<file path="config.mk">
export PLATFORM = sky130hd
export DESIGN_NAME = uart_rx_pkt_ctrl
export DESIGN_NICKNAME = d
export VERILOG_FILES = /design/src/rtl/uart_pkg.sv /design/src/rtl/uart_tick_timeout.sv /design/src/rtl/uart_rx_pkt_ctrl.sv
export SDC_FILE = /design/constraint.sdc
export NUM_CORES = 1
export LEC_CHECK = 0
export BUFFER_PORTS_ARGS = -buffer_cell sky130_fd_sc_hd__buf_4
export CAP_MARGIN = 20
export CORE_MARGIN = 2
export CORE_UTILIZATION = 45
export CTS_CLUSTER_SIZE = 40
export DETAILED_ROUTE_END_ITERATION = 16
export GPL_ROUTABILITY_DRIVEN = 0
export PLACE_DENSITY = 0.69
export SYNTH_ARGS = -nofsm -noshare
export SYNTH_HDL_FRONTEND = slang
export SYNTH_SLANG_ARGS = --single-unit
</file>
<file path="constraint.sdc">
create_clock -name CLK -period 5.2 [get_ports CLK]
set_input_delay 0.26 -clock CLK [delete_from_list [all_inputs] [get_ports CLK]]
set_output_delay 0.26 -clock CLK [all_outputs]
set_load 0.03 [all_outputs]
</file>
<file path="src/rtl/uart_pkg.sv">
// Shared types and constants for the UART packet receive path.
package uart_pkg;

    typedef enum logic [2:0] {
        IDLE,
        CMD,
        LEN,
        PAYLOAD,
        CSUM
    } state_t;

    localparam logic [1:0] ERR_NONE    = 2'b00;
    localparam logic [1:0] ERR_CSUM    = 2'b01;
    localparam logic [1:0] ERR_LEN     = 2'b10;
    localparam logic [1:0] ERR_TIMEOUT = 2'b11;

    localparam logic [7:0] DEFAULT_SOF_BYTE = 8'h55;

endpackage

</file>
<file path="src/rtl/uart_tick_timeout.sv">
// Inter-byte watchdog: counts enabled TICK pulses and flags the one that
// completes TIMEOUT_TICKS. The counter wraps to zero on that tick.
module uart_tick_timeout #(
    parameter int TIMEOUT_TICKS = 320,
    localparam int CNT_W = $clog2(TIMEOUT_TICKS + 1)
) (
    input  logic clk,
    input  logic srst,
    input  logic clear,
    input  logic enable,
    input  logic tick,
    output logic terminal
);

    logic [CNT_W-1:0] count_reg;

    // Terminal ignores clear; the caller gives a same-cycle byte priority.
    assign terminal = enable && tick && (count_reg == CNT_W'(TIMEOUT_TICKS - 1));

    always_ff @(posedge clk) begin
        if (srst || clear) begin
            count_reg <= '0;
        end else if (enable && tick) begin
            if (terminal) begin
                count_reg <= '0;
            end else begin
                count_reg <= count_reg + CNT_W'(1);
            end
        end
    end

endmodule

</file>
<file path="src/rtl/uart_rx_pkt_ctrl.sv">
// Frames the uart_rx byte stream into SOF/CMD/LEN/payload/checksum packets,
// streams payload bytes out and reports accept, checksum/length/timeout errors.
module uart_rx_pkt_ctrl
    import uart_pkg::*;
#(
    parameter int                   DATA_BITS     = 8,
    parameter logic [DATA_BITS-1:0] SOF_BYTE      = DATA_BITS'(DEFAULT_SOF_BYTE),
    parameter int                   MAX_LEN       = 16,
    parameter int                   TIMEOUT_TICKS = 320,
    parameter int                   IDX_W         = (MAX_LEN > 1) ? $clog2(MAX_LEN) : 1
) (
    input  logic                 CLK,
    input  logic                 RST,
    input  logic                 TICK,
    input  logic                 RX_DRDY,
    input  logic [DATA_BITS-1:0] RX_DO,
    output logic                 WR_EN,
    output logic [IDX_W-1:0]     WR_IDX,
    output logic [DATA_BITS-1:0] WR_DATA,
    output logic                 PKT_VALID,
    output logic [DATA_BITS-1:0] PKT_CMD,
    output logic [7:0]           PKT_LEN,
    output logic                 PKT_ERR,
    output logic [1:0]           ERR_CODE,
    output logic                 BUSY
);

    state_t               state_reg, state_next;
    logic [7:0]           acc_reg, acc_next;
    logic [DATA_BITS-1:0] cmd_shadow_reg, cmd_shadow_next;
    logic [7:0]           len_shadow_reg, len_shadow_next;
    logic [IDX_W-1:0]     idx_reg, idx_next;
    logic                 wr_en_reg, wr_en_next;
    logic [IDX_W-1:0]     wr_idx_reg, wr_idx_next;
    logic [DATA_BITS-1:0] wr_data_reg, wr_data_next;
    logic                 pkt_valid_reg, pkt_valid_next;
    logic [DATA_BITS-1:0] pkt_cmd_reg, pkt_cmd_next;
    logic [7:0]           pkt_len_reg, pkt_len_next;
    logic                 pkt_err_reg, pkt_err_next;
    logic [1:0]           err_code_reg, err_code_next;

    logic [7:0] rx_byte;
    logic [7:0] acc_sum;
    logic       timeout_hit;

    assign rx_byte = 8'(RX_DO);
    assign acc_sum = acc_reg + rx_byte;

    uart_tick_timeout #(
        .TIMEOUT_TICKS(TIMEOUT_TICKS)
    ) u_timeout (
        .clk      (CLK),
        .srst     (RST),
        .clear    (RX_DRDY || (state_reg == IDLE)),
        .enable   (state_reg != IDLE),
        .tick     (TICK),
        .terminal (timeout_hit)
    );

    always_comb begin
        state_next      = state_reg;
        acc_next        = acc_reg;
        cmd_shadow_next = cmd_shadow_reg;
        len_shadow_next = len_shadow_reg;
        idx_next        = idx_reg;
        wr_en_next      = 1'b0;
        wr_idx_next     = wr_idx_reg;
        wr_data_next    = wr_data_reg;
        pkt_valid_next  = 1'b0;
        pkt_cmd_next    = pkt_cmd_reg;
        pkt_len_next    = pkt_len_reg;
        pkt_err_next    = 1'b0;
        err_code_next   = err_code_reg;

        if (RX_DRDY) begin
            unique case (state_reg)
                IDLE: begin
                    if (RX_DO == SOF_BYTE) begin
                        state_next = CMD;
                        acc_next   = 8'd0;
                    end
                end
                CMD: begin
                    cmd_shadow_next = RX_DO;
                    acc_next        = rx_byte;
                    state_next      = LEN;
                end
                LEN: begin
                    acc_next        = acc_sum;
                    len_shadow_next = rx_byte;
                    idx_next        = '0;
                    if (rx_byte > 8'(MAX_LEN)) begin
                        pkt_err_next  = 1'b1;
                        err_code_next = ERR_LEN;
                        state_next    = IDLE;
                    end else if (rx_byte == 8'd0) begin
                        state_next = CSUM;
                    end else begin
                        state_next = PAYLOAD;
                    end
                end
                PAYLOAD: begin
                    wr_en_next   = 1'b1;
                    wr_idx_next  = idx_reg;
                    wr_data_next = RX_DO;
                    acc_next     = acc_sum;
                    // Hold idx on the last byte so it never passes MAX_LEN-1.
                    if (8'(idx_reg) + 8'd1 == len_shadow_reg) begin
                        state_next = CSUM;
                    end else begin
                        idx_next = idx_reg + IDX_W'(1);
                    end
                end
                CSUM: begin
                    if (acc_sum == 8'd0) begin
                        pkt_valid_next = 1'b1;
                        pkt_cmd_next   = cmd_shadow_reg;
                        pkt_len_next   = len_shadow_reg;
                    end else begin
                        pkt_err_next  = 1'b1;
                        err_code_next = ERR_CSUM;
                    end
                    state_next = IDLE;
                end
                default: state_next = IDLE;
            endcase
        end else if (timeout_hit) begin
            pkt_err_next  = 1'b1;
            err_code_next = ERR_TIMEOUT;
            state_next    = IDLE;
        end
    end

    always_ff @(posedge CLK) begin
        if (RST) begin
            state_reg      <= IDLE;
            acc_reg        <= '0;
            cmd_shadow_reg <= '0;
            len_shadow_reg <= '0;
            idx_reg        <= '0;
            wr_en_reg      <= 1'b0;
            wr_idx_reg     <= '0;
            wr_data_reg    <= '0;
            pkt_valid_reg  <= 1'b0;
            pkt_cmd_reg    <= '0;
            pkt_len_reg    <= '0;
            pkt_err_reg    <= 1'b0;
            err_code_reg   <= ERR_NONE;
        end else begin
            state_reg      <= state_next;
            acc_reg        <= acc_next;
            cmd_shadow_reg <= cmd_shadow_next;
            len_shadow_reg <= len_shadow_next;
            idx_reg        <= idx_next;
            wr_en_reg      <= wr_en_next;
            wr_idx_reg     <= wr_idx_next;
            wr_data_reg    <= wr_data_next;
            pkt_valid_reg  <= pkt_valid_next;
            pkt_cmd_reg    <= pkt_cmd_next;
            pkt_len_reg    <= pkt_len_next;
            pkt_err_reg    <= pkt_err_next;
            err_code_reg   <= err_code_next;
        end
    end

    assign WR_EN     = wr_en_reg;
    assign WR_IDX    = wr_idx_reg;
    assign WR_DATA   = wr_data_reg;
    assign PKT_VALID = pkt_valid_reg;
    assign PKT_CMD   = pkt_cmd_reg;
    assign PKT_LEN   = pkt_len_reg;
    assign PKT_ERR   = pkt_err_reg;
    assign ERR_CODE  = err_code_reg;
    assign BUSY      = (state_reg != IDLE);

endmodule
</file>
==> run summary <==
Status -> completed
Fin util -> 54.1%
Hold path start -> RX_DO[0]
Multi-input gate area -> 0.00192 mm^2
CTS clk-pin slew, worst paths -> 0.07 ns
Hold slack -> 0.202 ns
GRT Residual Overflow -> 0
RSZ-0062 raised after global routing -> false
Finished Cell Area -> 0.00414 mm^2
Crit share post-route -> 52.2%
Starting Density -> 45.8%
Placeable Area -> 0.00765 mm^2
Setup tns final -> 0 ns
Grt peak-use layer -> met2
Initial antenna violation count -> 0
Leakage Power -> 1.53 nW
GR Util met2 -> 31.6%
Number of synthesized flops with an enable pin -> 0
WL per Instance -> 14.6 um
Fin crit period -> 2.72 ns
Peak VDD IR -> 0.144 mV
Nets -> 484
Vias per cell -> 5.44
Pins Over Slew Limit -> 0
Reg area -> 0.00146 mm^2
Die area -> 0.00850 mm^2
Clock skew -> 0.00894 ns
# resized after CTS -> 0
Row count -> 32
Distinct cells, synth -> 55
Final Non-Filler Cells -> 569
CTS root buffer -> clkbuf_8
Syn Area/Cell -> 8.16 um^2
Slew HR -> 36.6%
Crit path kind -> register to register
Critical Path RT -> 5.48 ns
Crit. Startpoint -> acc_reg[0]$_SDFFE_PP0P_
Drt total wl -> 8.32 mm
Io pins -> 46
YS warnings -> 0
Leading cell types in the layout, fill and taps excluded -> nand2_1 (101), dfxtp_1 (73), buf_4 (46), a21oi_1 (40), nor2_1 (27)
Global-route wire length before repair -> 13.9 mm
# Post-CTS Setup Buffers -> 0
DRT Pass-1 Iters -> 4
Startpoint type of the worst setup path -> register
CTS Hold Bufs -> 0
CTS Sinks -> 73
DRC violations left -> 0
Synth Cell Area -> 0.00350 mm^2
Vias in the first global route -> 2914
Crit path DAT -> 2.99 ns
Cell count after synthesis -> 429
Post-synthesis net count -> 451
Detail Route Antenna Nets -> 0
Fraction of the yosys area taken by sequential cells -> 41.8%
Initial DRC Count -> 166
Layout cells sized above 1 -> 14.6%
Fill cells -> 714
Max reg flops -> 9
Final WS setup -> 2.48 ns
Hold crit path type -> input pin to register
IO Port Bufs -> 45
Most common cell after layout, fill and taps aside -> nand2_1
Final setup violation count -> 0
Vias -> 3093
Worst r2r src -> acc_reg[0]$_SDFFE_PP0P_
Pwr dens -> 300 mW/mm^2
Largest net degree at the start of global routing -> 48
Synth Flop Type -> dfxtp_1
Area of placed instances -> 0.00387 mm^2
Async set or reset register ratio after synthesis -> 0%
CP max FO -> 17
MaxCap Viol Count -> 0
H-tree Lvls -> 3
Die Wd -> 92.2 um
Die extent in y -> 92.2 um
Max clock buf depth -> 2
Area delta synth->final -> 18.2%
Hold Vio Cnt, Final -> 0
Fmax -> 368 MHz
Clk_lat worst skew -> 0.35 ns
FF+latch count, synth -> 73
GRT Overall Usage -> 20.5%
DP Worst Slack -> 2.35 ns
Met3 global-route usage -> 4.77%
Dpl cells -> 553
Met1 usage -> 27.9%
Slew @ Worst Pin -> 0.950 ns
Total CTS buffers -> 9
CP Capture Type -> register
DP HPWL -> 5.55 mm
CTS tree -> yes
Total power -> 1.24 mW
Diode count -> 0
## logic make-up (layout without fill, tap and decap cells)
family          after synthesis  in the layout  synth area share, %
buf+inv                      29             67                 3.50
fa+ha+maj                    10             10                 3.79
simple gates                189            189                 24.6
compound gates               94             94                 17.2
xor+xnor                     17             17                 4.25
mux                          17             17                 4.90
flops                        73             73                 41.8
## power by group
part           switching, mW  leakage (nW)  internal [mW]
combinational         0.0609         0.812         0.0326
clock                  0.214         0.129          0.358
sequential           0.00919         0.589          0.566
## per-layer routing
| metal | wire (um) | up-vias |
|---|---|---|
| met2 | 3680 | 106 |
| met4 | 155 | 0 |
| met5 | 0 | - |
| met3 | 604 | 15 |
| met1 | 3880 | 1411 |
| li1 | - | 1561 |
## worst paths after layout
kind                                           endpoint  slack [ns]  cells after the start
worst max-delay path            PKT_LEN[7]$_SDFFE_PP0P_        2.48                      9
worst min register to register  PKT_LEN[6]$_SDFFE_PP0P_        0.46                      2
worst min-delay path            WR_DATA[0]$_SDFFE_PP0P_        0.20                      3
worst max register to register  PKT_LEN[7]$_SDFFE_PP0P_        2.48                      9
## critical path, cell delays in order, from the launching register on
cell      delay (ns)
dfxtp_1         0.32
ha_1            0.21
fa_1            0.41
a211oi_1        0.33
nor2_1          0.10
xor2_1          0.15
or3_1           0.34
nor4_2          0.24
buf_4           0.32
mux2i_1         0.22
## Yosys cell counts (all sizes together), types with 2 or more instances
library cell,instances,area share [%]
a211oi,6,1.3
a21o,2,0.43
a21oi,40,5.7
a221oi,3,0.75
a22oi,3,0.64
a311o,2,0.57
and2,4,0.71
and3,4,0.71
buf,6,1.0
clkbuf,18,1.9
dfxtp,73,42
ha,9,3.2
inv,5,0.54
mux2i,16,4.6
nand2,101,11
nand2b,5,0.89
nand3,7,1.0
nand3b,3,0.64
nand4,3,0.54
nor2,27,2.9
nor2b,6,1.1
nor3,11,1.6
nor3b,5,1.1
nor4,3,0.54
o211ai,3,0.64
o21a,2,0.43
o21ai,16,2.3
o21bai,2,0.43
o311ai,2,0.50
o31ai,3,0.64
or3,4,0.71
or4,2,0.43
xnor2,7,1.8
xor2,10,2.5
## cell type report
cell class	count	share of cell area, %
Timing Repair Buffer	46	8.35
Sequential cell	73	35.3
Clock inverter	4	2.36
Clock buffer	12	3.99
Inverter	5	0.454
Tap cell	102	3.08
Multi-Input combinational cell	327	46.4
(Power assumes the default switching activity.)
